[src/rtl/jtcop_obj_rom_slot_if.sv]
// Object ROM slot bus: client word-request side plus SDRAM burst side.
// The slave modport is the ROM slot itself; master is its environment.
interface jtcop_obj_rom_slot_if #(
    parameter int unsigned AW = 17
);
    logic          rom_cs;
    logic [AW-1:0] rom_addr;
    logic [31:0]   rom_data;
    logic          rom_ok;
    logic          sdram_req;
    logic [21:0]   sdram_addr;
    logic          sdram_ack;
    logic          sdram_dok;
    logic [15:0]   sdram_din;

    modport slave (
        input  rom_cs, rom_addr, sdram_ack, sdram_dok, sdram_din,
        output rom_data, rom_ok, sdram_req, sdram_addr
    );

    modport master (
        output rom_cs, rom_addr, sdram_ack, sdram_dok, sdram_din,
        input  rom_data, rom_ok, sdram_req, sdram_addr
    );
endinterface

[src/rtl/jtcop_obj_rom_slot.sv]
// One-entry cached ROM responder: each 32-bit word miss becomes a
// two-beat 16-bit SDRAM burst, low half first.
module jtcop_obj_rom_slot #(
    parameter int unsigned AW     = 17,
    parameter logic [21:0] OFFSET = 22'h0
) (
    input  logic                   clk,
    input  logic                   rst_n,
    jtcop_obj_rom_slot_if.slave    bus
);
    typedef enum logic [1:0] {StIdle, StReq, StBeat0, StBeat1} state_t;

    state_t        state;
    logic          valid;
    logic [AW-1:0] tag;
    logic [AW-1:0] pend;
    logic [31:0]   data;
    logic          req;
    logic [21:0]   addr;
    logic          hit;
    logic [21:0]   burst_addr;

    assign hit        = valid && (tag == bus.rom_addr);
    // 22-bit sum wraps silently; bit 0 is always 0 so bursts stay word aligned
    assign burst_addr = OFFSET + 22'({bus.rom_addr, 1'b0});

    assign bus.rom_ok     = bus.rom_cs && hit && (state == StIdle);
    assign bus.rom_data   = data;
    assign bus.sdram_req  = req;
    assign bus.sdram_addr = addr;

    always_ff @(posedge clk or negedge rst_n) begin
        if (!rst_n) begin
            state <= StIdle;
            valid <= 1'b0;
            tag   <= '0;
            pend  <= '0;
            data  <= '0;
            req   <= 1'b0;
            addr  <= '0;
        end else begin
            unique case (state)
                StIdle: begin
                    if (bus.rom_cs && !hit) begin
                        pend  <= bus.rom_addr;
                        addr  <= burst_addr;
                        req   <= 1'b1;
                        valid <= 1'b0;
                        state <= StReq;
                    end
                end
                StReq: begin
                    // a beat is only meaningful once the request is accepted
                    if (bus.sdram_ack) begin
                        req <= 1'b0;
                        if (bus.sdram_dok) begin
                            data[15:0] <= bus.sdram_din;
                            state      <= StBeat1;
                        end else begin
                            state <= StBeat0;
                        end
                    end
                end
                StBeat0: begin
                    if (bus.sdram_dok) begin
                        data[15:0] <= bus.sdram_din;
                        state      <= StBeat1;
                    end
                end
                StBeat1: begin
                    if (bus.sdram_dok) begin
                        data[31:16] <= bus.sdram_din;
                        tag         <= pend;
                        valid       <= 1'b1;
                        state       <= StIdle;
                    end
                end
                default: state <= StIdle;
            endcase
        end
    end
endmodule

[src/flat_wrapper.sv]
// flat-port wrapper written by rule: the top's interface ports become plain ports
module jtcop_obj_rom_slot_flat 
#(
    parameter int unsigned AW     = 17,
    parameter logic [21:0] OFFSET = 22'h0
)
  (clk, rst_n, bus_rom_cs, bus_rom_addr, bus_sdram_ack, bus_sdram_dok, bus_sdram_din, bus_rom_data, bus_rom_ok, bus_sdram_req, bus_sdram_addr);
  jtcop_obj_rom_slot_if #(.AW(AW)) bus_i ();
  input  logic clk;
  input  logic rst_n;
  input wire logic [$bits(bus_i.rom_cs)-1:0] bus_rom_cs;
  input wire logic [$bits(bus_i.rom_addr)-1:0] bus_rom_addr;
  input wire logic [$bits(bus_i.sdram_ack)-1:0] bus_sdram_ack;
  input wire logic [$bits(bus_i.sdram_dok)-1:0] bus_sdram_dok;
  input wire logic [$bits(bus_i.sdram_din)-1:0] bus_sdram_din;
  output wire logic [$bits(bus_i.rom_data)-1:0] bus_rom_data;
  output wire logic [$bits(bus_i.rom_ok)-1:0] bus_rom_ok;
  output wire logic [$bits(bus_i.sdram_req)-1:0] bus_sdram_req;
  output wire logic [$bits(bus_i.sdram_addr)-1:0] bus_sdram_addr;
  assign bus_i.rom_cs = bus_rom_cs;
  assign bus_i.rom_addr = bus_rom_addr;
  assign bus_i.sdram_ack = bus_sdram_ack;
  assign bus_i.sdram_dok = bus_sdram_dok;
  assign bus_i.sdram_din = bus_sdram_din;
  assign bus_rom_data = bus_i.rom_data;
  assign bus_rom_ok = bus_i.rom_ok;
  assign bus_sdram_req = bus_i.sdram_req;
  assign bus_sdram_addr = bus_i.sdram_addr;
  jtcop_obj_rom_slot #(.AW(AW), .OFFSET(OFFSET)) u_core (.clk(clk), .rst_n(rst_n), .bus(bus_i));
endmodule
[config.mk]
export PLATFORM = sky130hd
export DESIGN_NAME = jtcop_obj_rom_slot_flat
export DESIGN_NICKNAME = d
export VERILOG_FILES = /design/src/rtl/jtcop_obj_rom_slot_if.sv /design/src/rtl/jtcop_obj_rom_slot.sv /design/src/flat_wrapper.sv
export SDC_FILE = /design/constraint.sdc
export NUM_CORES = 1
export LEC_CHECK = 0
export BUFFER_PORTS_ARGS = -buffer_cell sky130_fd_sc_hd__buf_2
export CAP_MARGIN = 15
export CORE_AREA = 2 2 81 83
export CTS_CLUSTER_SIZE = 10
export DETAILED_ROUTE_END_ITERATION = 7
export DIE_AREA = 0 0 83 85
export PLACE_DENSITY = 0.78
export SYNTH_ARGS = -nofsm -noshare
export SYNTH_HDL_FRONTEND = slang
export SYNTH_SLANG_ARGS = --single-unit
[constraint.sdc]
create_clock -name clk -period 2.3 [get_ports clk]
set_input_delay 0.69 -clock clk [delete_from_list [all_inputs] [get_ports clk]]
set_output_delay 0.69 -clock clk [all_outputs]
set_load 0.01 [all_outputs]
==> results of run 1 <==
state kept, by name (all words and copies together) (netlist names):
| signal | cells |
|---|---|
| u_core.state | 2 |
| u_core.pend | 17 |
| u_core.bus.rom_data | 32 |
| u_core.tag | 17 |
| u_core.bus.sdram_req | 1 |
| u_core.valid | 1 |
Yosys cell counts (all sizes together):
cell type  number  share of area
a21oi           3         0.0086
a31oi           1         0.0021
and3            2         0.0049
buf             7          0.021
clkbuf          4         0.0049
conb            1         0.0012
dfrtp          70           0.57
ha              4          0.016
inv             5         0.0062
mux2           66           0.25
nand2          10          0.012
nand3           2         0.0033
nor2            9          0.011
nor2b           1         0.0021
nor4            4         0.0082
o211ai          2         0.0049
o21a            1         0.0025
o21ai           5         0.0082
o22ai           1         0.0021
o32ai           1         0.0029
xnor2           1         0.0029
xor2           16          0.046
cell families after synthesis:
family | count (synthesis)
flip-flops | 70
multiplexers | 66
AND/OR/NAND/NOR | 28
XOR/XNOR | 17
buffers and inverters | 16
AO/OA/AOI/OAI | 14
adder cells (fa/ha/maj) | 4
other | 1
worst max-delay path, cell delays in order:
cell	delay, ps
buf_2	120
xor2_2	140
nor4_2	310
buf_4	170
and3_4	170
nand2_2	50
nor2_2	80
buf_2	140
cell type report:
class / instances / area [sq um]
fill: 490 / 2230
clock buffer: 10 / 138
multi-input combinational: 134 / 1260
timing repair buffer: 105 / 599
tap: 77 / 96.3
clock inverter: 5 / 108
sequential: 70 / 1750
inverter: 5 / 18.8
worst min-delay path by stage:
stage / from / depth (start not counted) / slack, ps / endpoint
global route: rst_n / 2 / 380 / u_core.bus.rom_data[5]$_DFFE_PN0P_
detailed placement: u_core.bus.rom_data[26]$_DFFE_PN0P_ / 1 / 490 / u_core.bus.rom_data[26]$_DFFE_PN0P_
floorplan: rst_n / 0 / 390 / u_core.bus.rom_data[0]$_DFFE_PN0P_
finish: rst_n / 2 / 350 / u_core.pend[6]$_DFFE_PN0P_
global placement: u_core.bus.rom_data[15]$_DFFE_PN0P_ / 1 / 480 / u_core.bus.rom_data[15]$_DFFE_PN0P_
CTS: rst_n / 2 / 370 / u_core.pend[6]$_DFFE_PN0P_
metal layers:
metal	track usage	routed length, um	up-vias
met5	0	0	-
met4	0.0611	68	0
met3	0.0525	239	6
met2	0.306	3100	43
met1	0.234	2590	1042
li1	-	-	953
power breakdown:
group / leakage [nW] / switching, mW / total, mW / internal [mW]
sequential: 0.830 / 0.390 / 2.26 / 1.87
clock: 0.123 / 0.452 / 1.20 / 0.748
combinational: 0.964 / 1.03 / 2.27 / 1.24
what timing repair did:
| item | CTS | global route |
|---|---|---|
| setup buffers | 1 | 0 |
| endpoints found under the setup margin | 1 | 1 |
| cloned | 0 | 0 |
| pin swaps | 5 | 3 |
| resized for setup | 9 | 2 |
through the flow:
stage,instances,hold slack [ps],setup TNS (ps)
after global placement,390,481,-2480
after global routing,406,381,-328
after CTS,406,370,-281
after detailed placement,390,490,-2860
final,406,351,-263
after floorplan,220,394,0
==> reports/qor.csv, run 1 <==
stage;metric;value;unit
clock_network;CTS max path bufs;2;
logic_synthesis;flip-flop and latch count after synthesis;70;
worst_setup_path;RR Startpoint;u_core.tag[10]$_DFFE_PN0P_;
flow_run;max_cap viols;0;
worst_setup_path;R2R Setup Slk;280;ps
logic_synthesis;Post-Synth XOR/XNOR Area;0.0488;
placement;Port Buffers;88;
pwr;Power Density;1440;mW/mm^2
clock_network;Clk Latency, worst-skew pair;330;ps
worst_setup_path;CP required;1610;ps
worst_setup_path;critical path peak fanout;2;
hold_path;Hold Path Class;in2async;
drt;First-pass DRT Iterations;5;
final_layout;area grow syn2layout;30.3;%
placement;Placer Congestion;0.843;
clock_network;CTS sink cnt;70;
pwr;Total Power;5.74;mW
final_layout;nets;367;
final_layout;fin area;0.00398;sq mm
sta;RSZ-0062 raised after global routing;yes;
floorplan;Die Wd;83;um
pwr;Worst VDD drop;0.708;mV
placement;detailed-placement wirelength estimate;4260;um
global_routing;largest net degree at the start of global routing;71;
sta;highest clock rate;390;MHz
logic_synthesis;Synth Area in Adders;0.0164;
logic_synthesis;mapped cell area;0.00305;sq mm
sta;min cycle time layout;2560;ps
logic_synthesis;YS warnings;0;
logic_synthesis;Syn Area/Cell;14.1;sq um
pwr;Leak Pwr;1.92;nW
sta;final setup fails;1;
floorplan;Die ar.;0.00706;sq mm
placement;post-place setup slack;-379;ps
drt;DRC;0;
final_layout;# diodes;0;
sta;Slew Limit Fails;0;
final_layout;share of layout cells above drive strength 1;0.596;
placement;placed inst area;0.00366;sq mm
worst_setup_path;RR Endpoint;u_core.pend[8]$_DFFE_PN0P_;
logic_synthesis;post-synth cell types;26;
clock_network;Worst-path clk slew;80;ps
drt;WL final;6000;um
floorplan;row count;29;
logic_synthesis;post-synthesis simple-gate area fraction;0.0418;
final_layout;most frequent cells in the layout;85 x buf_2, 70 x dfrtp_1, 57 x mux2_2, 16 x buf_4, 14 x xor2_1;
floorplan;Ports;94;
floorplan;starting density of the core;0.492;
worst_setup_path;CP Launch Point;bus_rom_addr[3];
sta;fin crit share;1.11;
worst_setup_path;arrival time of the worst setup path;1870;ps
worst_setup_path;worst r2r path cells;9;
clock_network;hold_buf cts;0;
floorplan;area of the core;0.00620;sq mm
logic_synthesis;register area share after synthesis;0.574;
global_routing;initial antenna violation count;0;
clock_network;clk root buf;clkbuf_8;
sta;Final WS setup;-263;ps
worst_setup_path;WS Path Type;in2out;
sta;hold violation total from the final report;0;
run_status;failing checks;negative setup slack;
drt;via count;2044;
worst_setup_path;CP endpoint kind;output port;
logic_synthesis;Synth Area in Compound Gates;0.0312;
run_status;status;complete, but fails checks;
drt;Via density;5.03;
sta;worst clock skew;9.67;ps
global_routing;first-pass GRT wire length;10300;um
logic_synthesis;cells after synthesis;216;
global_routing;gr usage total;0.184;
clock_network;CTS H-tree depth;3;
logic_synthesis;mux contribution to synthesized area;0.255;
global_routing;vias in the first global route;2121;
final_layout;Final Util;0.641;
drt;Post-DRT Antenna Nets;0;
clock_network;CTS tree;yes;
floorplan;Die Y;85;um
worst_setup_path;Critical Path End;bus_rom_ok;
logic_synthesis;largest family of logic cells by synthesized area;multiplexers;
final_layout;most common library cell in the layout ignoring fill and taps;buf_2;
drt;drt wl/cell;14.8;um
clock_network;CTS Buf Count;9;
worst_setup_path;type of origin of the critical path;input pin;
global_routing;Remaining Overflow, GRT;0;
drt;DR iter-0 viols;78;
No activity file was read; power rests on OpenSTA's default activity.
==> run 2: changes to the inputs <==
CORE_AREA = 2 2 93 72   (was 2 2 81 83)
DIE_AREA = 0 0 95 74   (was 0 0 83 85)
==> reports/qor.csv, run 2 (synthesized netlist as in run 1, its figures left out) <==
stage;metric;value;unit
sta;hold_ws;210;ps
sta;hold violation total from the final report;0;
sta;Fin Setup TNS;-244;ps
hold_path;Hold Path Class;in2async;
drt;Post-DRT Antenna Nets;0;
floorplan;row count;25;
floorplan;starting density of the core;0.495;
sta;highest clock rate;393;MHz
final_layout;# diodes;0;
sta;worst clock skew;16.9;ps
floorplan;Die Y;74;um
worst_setup_path;arrival time of the worst setup path;1850;ps
sta;min cycle time layout;2540;ps
clock_network;Clk Latency, worst-skew pair;350;ps
placement;Port Buffers;88;
clock_network;CTS sink cnt;70;
pwr;Worst VDD drop;0.832;mV
final_layout;share of layout cells above drive strength 1;0.589;
worst_setup_path;CP max stage delay;380;ps
global_routing;gr usage total;0.185;
placement;number of placed cells counting well taps;394;
sta;fin crit share;1.11;
worst_setup_path;slowest CP cell;nor4_2;
drt;Via density;4.96;
clock_network;clk root buf;clkbuf_8;
placement;placed inst area;0.00366;sq mm
pwr;Leak Pwr;1.92;nW
drt;First-pass DRT Iterations;4;
clock_network;CTS tree;yes;
clock_network;Worst-path clk slew;70;ps
global_routing;Remaining Overflow, GRT;0;
worst_setup_path;type of origin of the critical path;input pin;
final_layout;most frequent cells in the layout;84 x buf_2, 70 x dfrtp_1, 57 x mux2_2, 17 x buf_4, 16 x xor2_1;
floorplan;area of the core;0.00616;sq mm
run_status;failing checks;negative setup slack;
sta;Slew Limit Fails;0;
drt;drt wl/cell;14.8;um
final_layout;area grow syn2layout;29.3;%
drt;DRC;0;
run_status;status;complete, but fails checks;
placement;Placer Congestion;0.808;
final_layout;fillcell total;500;
drt;via count;2042;
worst_setup_path;crit-path leading delay family;simple AND/OR/NAND/NOR gates;
flow_run;max_cap viols;0;
worst_setup_path;critical path peak fanout;2;
pwr;Total Power;5.54;mW
clock_network;CTS Buf Count;9;
floorplan;Die Wd;95;um
drt;DR iter-0 viols;51;
worst_setup_path;CP required;1610;ps
global_routing;vias in the first global route;2081;
final_layout;max reg flops;32;
final_layout;fin area;0.00395;sq mm
pwr;Power Density;1400;mW/mm^2
global_routing;largest net degree at the start of global routing;41;
worst_setup_path;WS Path Type;in2out;
sta;final setup fails;1;
clock_network;CTS max path bufs;2;
worst_setup_path;CP Cell Sequence;buf_2, xor2_1, nor4_2, and3_4, nand2_4, nor2_4, buf_6;
sta;RSZ-0062 raised after global routing;yes;
sta;Final WS setup;-244;ps
floorplan;Die ar.;0.00703;sq mm
clock_network;CTS H-tree depth;3;
floorplan;Ports;94;
global_routing;first-pass GRT wire length;9760;um
global_routing;initial antenna violation count;0;
final_layout;fin cells;412;
placement;detailed-placement wirelength estimate;4530;um
worst_setup_path;CP endpoint kind;output port;
worst_setup_path;worst path bufs/invs;2;
final_layout;nets;368;
drt;WL final;6080;um
final_layout;most common library cell in the layout ignoring fill and taps;buf_2;
-- run 2: through the flow --
step                      setup WS, ps   util
final                             -244  0.640
after global routing              -344  0.640
after CTS                         -308  0.635
after detailed placement          -419  0.595
after global placement            -390  0.595
after floorplan                  0.994      -
-- run 2: metal layers --
layer  track usage  part of all wire  up-vias
met4        0.0580            0.0094        0
met3        0.0588             0.060        9
met2         0.308              0.49       63
li1              -                 -      959
met1         0.234              0.44     1011
met5             0                 0        -
-- run 2: final timing paths --
kind	depth (start not counted)	slack (ps)	from	to
min in group clk	1	500	u_core.bus.rom_data[10]$_DFFE_PN0P_	u_core.bus.rom_data[10]$_DFFE_PN0P_
max in group asynchronous	2	1520	rst_n	u_core.pend[14]$_DFFE_PN0P_
worst max register to register	10	160	u_core.tag[8]$_DFFE_PN0P_	u_core.pend[7]$_DFFE_PN0P_
worst min register to register	1	500	u_core.bus.rom_data[10]$_DFFE_PN0P_	u_core.bus.rom_data[10]$_DFFE_PN0P_
worst min-delay path	1	210	rst_n	u_core.bus.rom_data[17]$_DFFE_PN0P_
worst max-delay path	7	-240	bus_rom_addr[13]	bus_rom_ok
-- run 2: timing repair --
action,in CTS,in global routing
endpoints found under the setup margin,1,1
cloned,0,0
pin swaps,4,3
gates resized for setup,7,4
hold buffers,0,0
buffers inserted,1,1
-- run 2: where the power goes --
group / total (mW) / internal, mW / switching, mW
Sequential: 2.25 / 1.87 / 0.380
Clock: 1.02 / 0.560 / 0.455
Combinational: 2.27 / 1.24 / 1.03
Total: 5.54 / 3.67 / 1.87
-- run 2: layout make-up --
cell class | instances | area, sq um | share of cell area
Inverter | 5 | 18.8 | 0.00476
Tap cell | 81 | 101 | 0.0257
Clock buffer | 11 | 151 | 0.0384
Timing Repair Buffer | 106 | 613 | 0.155
Clock inverter | 5 | 56.3 | 0.0143
Sequential cell | 70 | 1750 | 0.444
Multi-Input combinational cell | 134 | 1250 | 0.317
==> run 3: changes to the inputs <==
CORE_AREA = 2 2 122 94   (was 2 2 93 72)
DIE_AREA = 0 0 124 96   (was 0 0 95 74)
PLACE_DENSITY = unset   (was 0.78)
==> reports/qor.csv, run 3 (synthesized netlist as in run 1, its figures left out) <==
stage;metric;value;unit
final_layout;nets;363;
sta;min cycle time layout;2530;ps
final_layout;most frequent cells in the layout;83 x buf_2, 70 x dfrtp_1, 57 x mux2_2, 15 x xor2_1, 12 x buf_4;
drt;DRC;0;
final_layout;sequential cell area;0.00175;sq mm
final_layout;fin cells;465;
drt;Post-DRT Antenna Nets;0;
clock_network;clk root buf;clkbuf_16;
sta;worst clock skew;4.29;ps
sta;Final WS setup;-227;ps
sta;highest clock rate;396;MHz
global_routing;GRT Max-Usage Layer;met2;
floorplan;Ports;94;
final_layout;share of layout cells above drive strength 1;0.582;
clock_network;CTS sink cnt;70;
final_layout;most common library cell in the layout ignoring fill and taps;buf_2;
global_routing;met2 Use GR;0.176;
floorplan;Die Wd;124;um
floorplan;area of the core;0.0107;sq mm
worst_setup_path;RR Endpoint;u_core.pend[11]$_DFFE_PN0P_;
final_layout;# diodes;0;
final_layout;max reg flops;32;
sta;RSZ-0062 raised after global routing;yes;
sta;final setup fails;1;
drt;First-pass DRT Iterations;4;
clock_network;CTS H-tree depth;3;
final_layout;multi-input combinational cell area;0.00126;sq mm
pwr;Leak Pwr;1.93;nW
placement;number of placed cells counting well taps;448;
pwr;Worst VDD drop;0.532;mV
drt;WL final;6330;um
worst_setup_path;type of origin of the critical path;input pin;
global_routing;global-route met1 utilization;0.146;
worst_setup_path;CP required;1610;ps
pwr;Comb pwr share;0.394;
global_routing;initial antenna violation count;0;
placement;Placer Congestion;0.729;
flow_run;max_cap viols;0;
placement;detailed-placement wirelength estimate;4600;um
worst_setup_path;WS Path Type;in2out;
clock_network;CTS tree;yes;
worst_setup_path;critical path peak fanout;2;
run_status;status;complete, but fails checks;
sta;hold violation total from the final report;0;
sta;Slew Limit Fails;0;
global_routing;largest net degree at the start of global routing;37;
worst_setup_path;R2R Setup Slk;360;ps
clock_network;Clk Latency, worst-skew pair;320;ps
global_routing;gr usage total;0.116;
worst_setup_path;CP Launch Point;bus_rom_addr[13];
floorplan;Die Y;96;um
pwr;Power Density;1420;mW/mm^2
placement;Port Buffers;88;
worst_setup_path;RR Startpoint;u_core.tag[5]$_DFFE_PN0P_;
sta;fin crit share;1.10;
drt;Via density;4.34;
pwr;Total Power;5.78;mW
floorplan;row count;33;
run_status;failing checks;negative setup slack;
pwr;Psw;1.88;mW
global_routing;met3 Track Usage GR;0.0456;
worst_setup_path;CP endpoint kind;output port;
hold_path;Hold Path Class;in2async;
clock_network;hold_buf cts;0;
final_layout;area grow syn2layout;33.4;%
pwr;clock group share of total power;0.217;
worst_setup_path;worst r2r path cells;8;
floorplan;starting density of the core;0.284;
clock_network;CTS max path bufs;2;
global_routing;vias in the first global route;2110;
worst_setup_path;arrival time of the worst setup path;1840;ps
worst_setup_path;Critical Path End;bus_rom_ok;
floorplan;Die ar.;0.0119;sq mm
drt;DR iter-0 viols;62;
pwr;Reg power frac;0.389;
clock_network;CTS Buf Count;9;
clock_network;Worst-path clk slew;50;ps
global_routing;first-pass GRT wire length;10300;um
pwr;Int Pwr;3.90;mW
global_routing;Remaining Overflow, GRT;0;
drt;drt wl/cell;13.6;um
pwr;switching part of the total;0.326;
drt;via count;2018;
final_layout;fillcell total;1069;
[run 3: cell count changes in the layout (fill, tap and decap cells not counted), sizes merged]
cell / delta
inv: -1
buf: -5
bufinv: -1
clkinv: -1
clkinvlp: -1
clkbuf: +3
[run 3: what timing repair did]
| item | in CTS | in global routing |
|---|---|---|
| pin swaps | 2 | 7 |
| resized for setup | 3 | 10 |
| buffers inserted | 1 | 1 |
| setup endpoints to repair | 1 | 1 |
| gates cloned | 0 | 0 |
[run 3: how the worst min path moves through the flow]
stage | start | to | slack (ps) | cells after the start
after floorplan | rst_n | u_core.bus.rom_data[0]$_DFFE_PN0P_ | 390 | 0
after global placement | u_core.bus.rom_data[1]$_DFFE_PN0P_ | u_core.bus.rom_data[1]$_DFFE_PN0P_ | 480 | 1
after detailed placement | u_core.bus.rom_data[10]$_DFFE_PN0P_ | u_core.bus.rom_data[10]$_DFFE_PN0P_ | 490 | 1
after CTS | rst_n | u_core.pend[13]$_DFFE_PN0P_ | 320 | 1
after global routing | rst_n | u_core.pend[13]$_DFFE_PN0P_ | 350 | 1
final | rst_n | u_core.pend[13]$_DFFE_PN0P_ | 320 | 1
[run 3: layout make-up]
cell class | instances | share of cell area
clock inverters | 1 | 0.00123
well taps | 140 | 0.0431
repair buffers | 101 | 0.145
flip-flops and latches | 70 | 0.431
multi-input cells | 134 | 0.311
clock buffers | 14 | 0.0649
inverters | 5 | 0.00461
[run 3: through the flow]
stage / utilization / area (sq um) / hold slack (ps) / setup slack (ps) / setup TNS [ps]
5_1_grt: 0.379 / 4070 / 347 / -324 / -324
4_1_cts: 0.373 / 4010 / 323 / -297 / -297
6_report: 0.379 / 4070 / 319 / -227 / -227
2_1_floorplan: - / 3070 / 394 / 0.994 / 0
3_3_place_gp: 0.346 / 3720 / 481 / -361 / -418
3_5_place_dp: 0.346 / 3720 / 488 / -355 / -472
[run 3: routing by layer]
layer / wire length [um] / share of wire
met5: 0 / 0
met4: 115 / 0.018
met1: 2860 / 0.45
met2: 2960 / 0.47
met3: 400 / 0.063
[run 3: worst max-delay path, cell delays in order]
cell	delay (ps)
buf_6	90
xor2_1	150
nor4_1	270
buf_4	170
and3_4	200
nand2_4	50
nor2_2	90
buf_2	140
[run 3: power groups by stage]
stage / Combinational [mW] / Sequential [mW] / Clock, mW
after floorplan: 1.24 / 2.44 / 0
after global routing: 2.51 / 2.35 / 1.37
after detailed placement: 2.27 / 2.26 / 0
final: 2.28 / 2.25 / 1.25
after global placement: 2.21 / 2.25 / 0
after CTS: 2.29 / 2.25 / 1.31
